--- src/rtl/id_ex_pipe_pkg.sv ---
// id_ex_pipe_pkg: shared widths, ALU op encodings and control bundle for the ID/EX stage
package id_ex_pipe_pkg;
  localparam int DATA_W = 32;
  localparam int ADDR_W = 5;
  localparam int CTRL_W = 8;
  localparam int CNT_W  = 16;
  typedef enum logic [1:0] {
    ALU_ADD   = 2'b00,
    ALU_SUB   = 2'b01,
    ALU_RTYPE = 2'b10,
    ALU_IMM   = 2'b11
  } alu_op_e;
  typedef struct packed {
    logic       reg_write;
    logic       mem_to_reg;
    logic       mem_read;
    logic       mem_write;
    logic       alu_src;
    logic       reg_dst;
    logic [1:0] alu_op;
  } ctrl_t;
endpackage

--- src/rtl/id_ex_pipe_load_use_detect.sv ---
// load_use_detect: flags an ID instruction reading the register a load in EX is about to write
module load_use_detect
  import id_ex_pipe_pkg::*;
(
  input  logic              ex_valid,
  input  logic              ex_mem_read,
  input  logic [ADDR_W-1:0] ex_rt_addr,
  input  logic              id_valid,
  input  logic [ADDR_W-1:0] id_rs_addr,
  input  logic [ADDR_W-1:0] id_rt_addr,
  output logic              hazard
);
  assign hazard = ex_valid & ex_mem_read & id_valid & (ex_rt_addr != '0) &
                  ((ex_rt_addr == id_rs_addr) | (ex_rt_addr == id_rt_addr));
endmodule

--- src/rtl/id_ex_pipe.sv ---
// id_ex_pipe: ID/EX pipeline register with load-use bubble insertion, stall hold and bubble counter
module id_ex_pipe
  import id_ex_pipe_pkg::*;
(
  input  logic              clk_i,
  input  logic              rst_i,
  input  logic [DATA_W-1:0] ID_pc_i,
  input  logic [DATA_W-1:0] ID_rsData_i,
  input  logic [DATA_W-1:0] ID_rtData_i,
  input  logic [DATA_W-1:0] ID_imm_i,
  input  logic [ADDR_W-1:0] ID_rsAddr_i,
  input  logic [ADDR_W-1:0] ID_rtAddr_i,
  input  logic [ADDR_W-1:0] ID_rdAddr_i,
  input  logic              ID_valid_i,
  input  logic              ID_regWrite_i,
  input  logic              ID_memToReg_i,
  input  logic              ID_memRead_i,
  input  logic              ID_memWrite_i,
  input  logic              ID_aluSrc_i,
  input  logic              ID_regDst_i,
  input  logic [1:0]        ID_aluOp_i,
  input  logic              memStall_i,
  input  logic              flush_i,
  output logic [DATA_W-1:0] EX_pc_o,
  output logic [DATA_W-1:0] EX_rsData_o,
  output logic [DATA_W-1:0] EX_rtData_o,
  output logic [DATA_W-1:0] EX_imm_o,
  output logic [ADDR_W-1:0] EX_rsAddr_o,
  output logic [ADDR_W-1:0] EX_rtAddr_o,
  output logic [ADDR_W-1:0] EX_rdAddr_o,
  output logic              EX_valid_o,
  output logic              EX_regWrite_o,
  output logic              EX_memToReg_o,
  output logic              EX_memRead_o,
  output logic              EX_memWrite_o,
  output logic              EX_aluSrc_o,
  output logic              EX_regDst_o,
  output logic [1:0]        EX_aluOp_o,
  output logic              hazard_o,
  output logic [CNT_W-1:0]  bubbleCnt_o
);
  logic [CTRL_W-1:0] ctrl_q;
  ctrl_t ex_ctrl;
  logic bubble;
  assign ex_ctrl = ctrl_t'(ctrl_q);
  assign EX_regWrite_o = ex_ctrl.reg_write;
  assign EX_memToReg_o = ex_ctrl.mem_to_reg;
  assign EX_memRead_o  = ex_ctrl.mem_read;
  assign EX_memWrite_o = ex_ctrl.mem_write;
  assign EX_aluSrc_o   = ex_ctrl.alu_src;
  assign EX_regDst_o   = ex_ctrl.reg_dst;
  assign EX_aluOp_o    = ex_ctrl.alu_op;
  load_use_detect u_detect (
    .ex_valid   (EX_valid_o),
    .ex_mem_read(EX_memRead_o),
    .ex_rt_addr (EX_rtAddr_o),
    .id_valid   (ID_valid_i),
    .id_rs_addr (ID_rsAddr_i),
    .id_rt_addr (ID_rtAddr_i),
    .hazard     (hazard_o)
  );
  assign bubble = (hazard_o | flush_i) & ~memStall_i;
  // data fields follow ID even on a bubble so the squashed slot stays deterministic
  always_ff @(posedge clk_i) begin
    if (rst_i) begin
      EX_pc_o     <= '0;
      EX_rsData_o <= '0;
      EX_rtData_o <= '0;
      EX_imm_o    <= '0;
      EX_rsAddr_o <= '0;
      EX_rtAddr_o <= '0;
      EX_rdAddr_o <= '0;
      EX_valid_o  <= 1'b0;
      ctrl_q      <= '0;
      bubbleCnt_o <= '0;
    end else if (!memStall_i) begin
      EX_pc_o     <= ID_pc_i;
      EX_rsData_o <= ID_rsData_i;
      EX_rtData_o <= ID_rtData_i;
      EX_imm_o    <= ID_imm_i;
      EX_rsAddr_o <= bubble ? '0 : ID_rsAddr_i;
      EX_rtAddr_o <= bubble ? '0 : ID_rtAddr_i;
      EX_rdAddr_o <= bubble ? '0 : ID_rdAddr_i;
      EX_valid_o  <= ~bubble & ID_valid_i;
      ctrl_q      <= bubble ? '0 : {ID_regWrite_i, ID_memToReg_i, ID_memRead_i, ID_memWrite_i,
                                    ID_aluSrc_i, ID_regDst_i, ID_aluOp_i};
      if (bubble && bubbleCnt_o != '1) bubbleCnt_o <= bubbleCnt_o + 1'b1;
    end
  end
endmodule

--- config.mk ---
export PLATFORM = sky130hd
export DESIGN_NAME = id_ex_pipe
export DESIGN_NICKNAME = d
export VERILOG_FILES = /design/src/rtl/id_ex_pipe_pkg.sv /design/src/rtl/id_ex_pipe_load_use_detect.sv /design/src/rtl/id_ex_pipe.sv
export SDC_FILE = /design/constraint.sdc
export NUM_CORES = 1
export LEC_CHECK = 0
export ABC_AREA = 0
export BUFFER_PORTS_ARGS = -buffer_cell sky130_fd_sc_hd__buf_4
export CELL_PAD_IN_SITES_DETAIL_PLACEMENT = 1
export CELL_PAD_IN_SITES_GLOBAL_PLACEMENT = 2
export CORE_MARGIN = 2
export CORE_UTILIZATION = 28
export CTS_BUF_LIST = sky130_fd_sc_hd__clkbuf_4 sky130_fd_sc_hd__clkbuf_8 sky130_fd_sc_hd__clkbuf_16
export DETAILED_ROUTE_END_ITERATION = 8
export PLACE_DENSITY_LB_ADDON = 0.08
export SYNTH_ARGS = -nofsm -noshare
export SYNTH_HDL_FRONTEND = slang
export SYNTH_SLANG_ARGS = --single-unit
--- constraint.sdc ---
create_clock -name clk_i -period 4.6 [get_ports clk_i]
set_clock_uncertainty 0.05 [all_clocks]
set_input_delay 0.92 -clock clk_i [delete_from_list [all_inputs] [get_ports clk_i]]
set_output_delay 0.92 -clock clk_i [all_outputs]
set_load 0.05 [all_outputs]
==> qor.txt <==
Worst R2R End -> EX_valid_o
cell depth of the worst hold path -> 2
clock sink count -> 168
CP endpoint kind -> output pin
postcts setup bufs -> 0
pin count of the biggest net entering global routing -> 94
first-pass GRT wire length -> 32100 um
Final Critical Period -> 2.99 ns
Worst Hold Path EP -> EX_imm_o[5]
htree depth -> 4
flop2flop setup slack -> 2.16 ns
DRC viols -> 0
relative slew slack -> 0.329
Filler Cells Inserted -> 2471
worst endpoint required time -> 3.63 ns
Cell Pwr Density -> 386 nW/um^2
Design Area, Final -> 9520 sq um
via count -> 5516
post-route ant nets -> 0
area grow syn2layout -> 51.0%
via/cell ratio -> 4.55
wire per inst -> 17.3 um
ys flop type -> dfxtp_1
WL final -> 21000 um
switching part of the total -> 0.309
clock network latency to the later pin of the worst-skew pair -> 0.43 ns
CTS tree -> done
largest cells by area after synthesis -> dfxtp_1, mux2i_1, nor2_1, xor2_1, clkbuf_1
clk buf depth -> 2
initial core utilization -> 0.287
Hold Fails Final Rpt -> 0
kind of critical path -> input port to output pin
Synth top area share -> 0.533
met3 WL -> 1410 um
internal power -> 0.00254 W
FFs w/ async S/R, synth -> 0
grt total ovfl -> 0
setup_tns -> 0 ns
most frequent cells in the layout -> buf_4, dfxtp_1, nor2_1
unrepaired setup endpoints after global routing -> no
Avg Cell Area, Syn -> 10.3 sq um
syn_nets -> 767
Comb pwr share -> 0.195
Synth cell types -> 38
cts bufs inserted -> 17
final number of setup-violating endpoints -> 0
Worst-Margin Slew -> 1.01 ns
Reg area -> 3360 sq um
detailed placement HPWL -> 15700 um
max layer used -> met4
VDD IR max -> 0.000205 V
die footprint -> 23700 sq um
initial antenna violation count -> 0
P_sw -> 0.00114 W
Worst EP arrival -> 2.02 ns
CP Launch Type -> input port
cts repair resizes -> 0
WL met1 -> 8670 um
ratio of cells with drive above 1 in the final layout -> 0.396
Reg2Reg Depth -> 6
EDFF count, synth -> 0
IO Port Bufs -> 324
number of global-route vias before repair -> 5751
gr usage total -> 0.174
fmax -> 0.335 GHz
hold_sp -> EX_imm_o[5]
# diodes -> 0
Die W -> 154 um
met2 WL -> 10400 um
nets@finish -> 1075
period utilisation layout -> 0.650
Root Buffer -> clkbuf_16
First DRT Iteration DRCs -> 164
cell taking the most area after synthesis -> dfxtp_1
Rows -> 54
die height -> 154 um
count of pins over their slew limit -> 0
GPL Wtd Cong -> 0.803
post-synthesis sequential area ratio -> 0.533
Ys Warns -> 0
most common cell after layout, fill and taps aside -> buf_4
Pre-Repair DR Iteration Count -> 4
Core ar. -> 22000 sq um
register bit total from synthesis -> 168
Cells after Synth -> 610
Worst Hold Class -> flip-flop to flip-flop
clock network power share -> 0.376
sequential power share -> 0.429
status -> completed
area of the multi-input gates -> 2760 sq um
CTS clk-pin slew, worst paths -> 0.06 ns
num ports -> 325
Netlist Area Pre-Place -> 6300 sq um
area of placed instances -> 8950 sq um
max cap viols -> 0
Max FO, Critical Path -> 3
RR Startpoint -> EX_rtAddr_o[1]
Post-CTS Hold Buffers -> 0
Leakage -> 4.67 nW
## final cells by class
cell class                 count  area share
clock buffer                  20      0.0484
tap                          280      0.0368
multi-input combinational    400       0.290
sequential                   168       0.353
clock inverter                12      0.0113
inverter                       4     0.00158
timing repair buffer         327       0.258
## metal layers
metal,track usage,vias up
met4,0.0650,0
met5,0,-
met1,0.203,2616
met2,0.302,183
li1,-,2690
met3,0.0519,27
## worst max-delay path by stage
stage / startpoint / end / slack, ns / cells after the start
after CTS: EX_rtAddr_o[0] / hazard_o / 1.61 / 4
after floorplan: ID_rsAddr_i[2] / hazard_o / 1.53 / 4
after detailed placement: ID_rsAddr_i[2] / EX_rtAddr_o[1] / 1.51 / 7
final: ID_rsAddr_i[0] / hazard_o / 1.61 / 6
after global placement: ID_rtAddr_i[1] / EX_rsAddr_o[2] / 1.62 / 7
after global routing: ID_rsAddr_i[0] / hazard_o / 1.57 / 6
## flip-flops by register name, indices dropped and copies added, names as in the netlist, 5 cells and up
signal and count:
EX_pc_o 32, EX_rdAddr_o 5, ctrl_q 8, EX_rsData_o 32, EX_imm_o 32, bubbleCnt_o 16, EX_rtAddr_o 5, EX_rtData_o 32
EX_rsAddr_o 5
## worst max-delay path, stage by stage
cell and delay (ns):
buf_4 0.12, xor2_1 0.23, nor3_4 0.08, a22oi_1 0.37, nor2_1 0.10, buf_4 0.21
## power by group through the flow
stage	combinational, W	sequential [W]	clock, W
4_1_cts	0.000727	0.00158	0.00143
3_5_place_dp	0.000725	0.00161	0
6_report	0.000718	0.00158	0.00138
3_3_place_gp	0.000712	0.00161	0
5_1_grt	0.000758	0.00159	0.00151
2_1_floorplan	0.000181	0.00187	0
## cell usage after synthesis (2+ instances only)
master	instances
a21oi_1	12
a221oi_1	2
buf_1	14
buf_6	3
clkbuf_1	20
dfxtp_1	168
inv_1	4
mux2i_1	153
nand2_1	6
nand2b_1	2
nand3_1	9
nor2_1	162
o21ai_0	4
o31ai_1	6
or3_1	5
or4_1	7
xnor2_1	2
xor2_1	11
## cell families after synthesis
kind of cell	synth area share
buffers and inverters	0.0288
DFF	0.533
muxes	0.243
xor gates and xnor gates	0.0181
AOI/OAI and AO/OA	0.0363
adders and majority gates	0.00198
and+or+nand+nor	0.139
## stage by stage
step / setup WS (ns) / cells / hold WS, ns / power [W] / utilization
4_1_cts: 1.61 / 1211 / 0.455 / 0.00374 / 0.434
3_5_place_dp: 1.51 / 1179 / 0.436 / 0.00234 / 0.408
3_3_place_gp: 1.62 / 1179 / 0.426 / 0.00232 / 0.408
5_1_grt: 1.57 / 1211 / 0.477 / 0.00385 / 0.434
6_report: 1.61 / 1211 / 0.449 / 0.00368 / 0.434
2_1_floorplan: 1.53 / 610 / 0.667 / 0.00205 / -
Power figures use the tool's default switching activity.
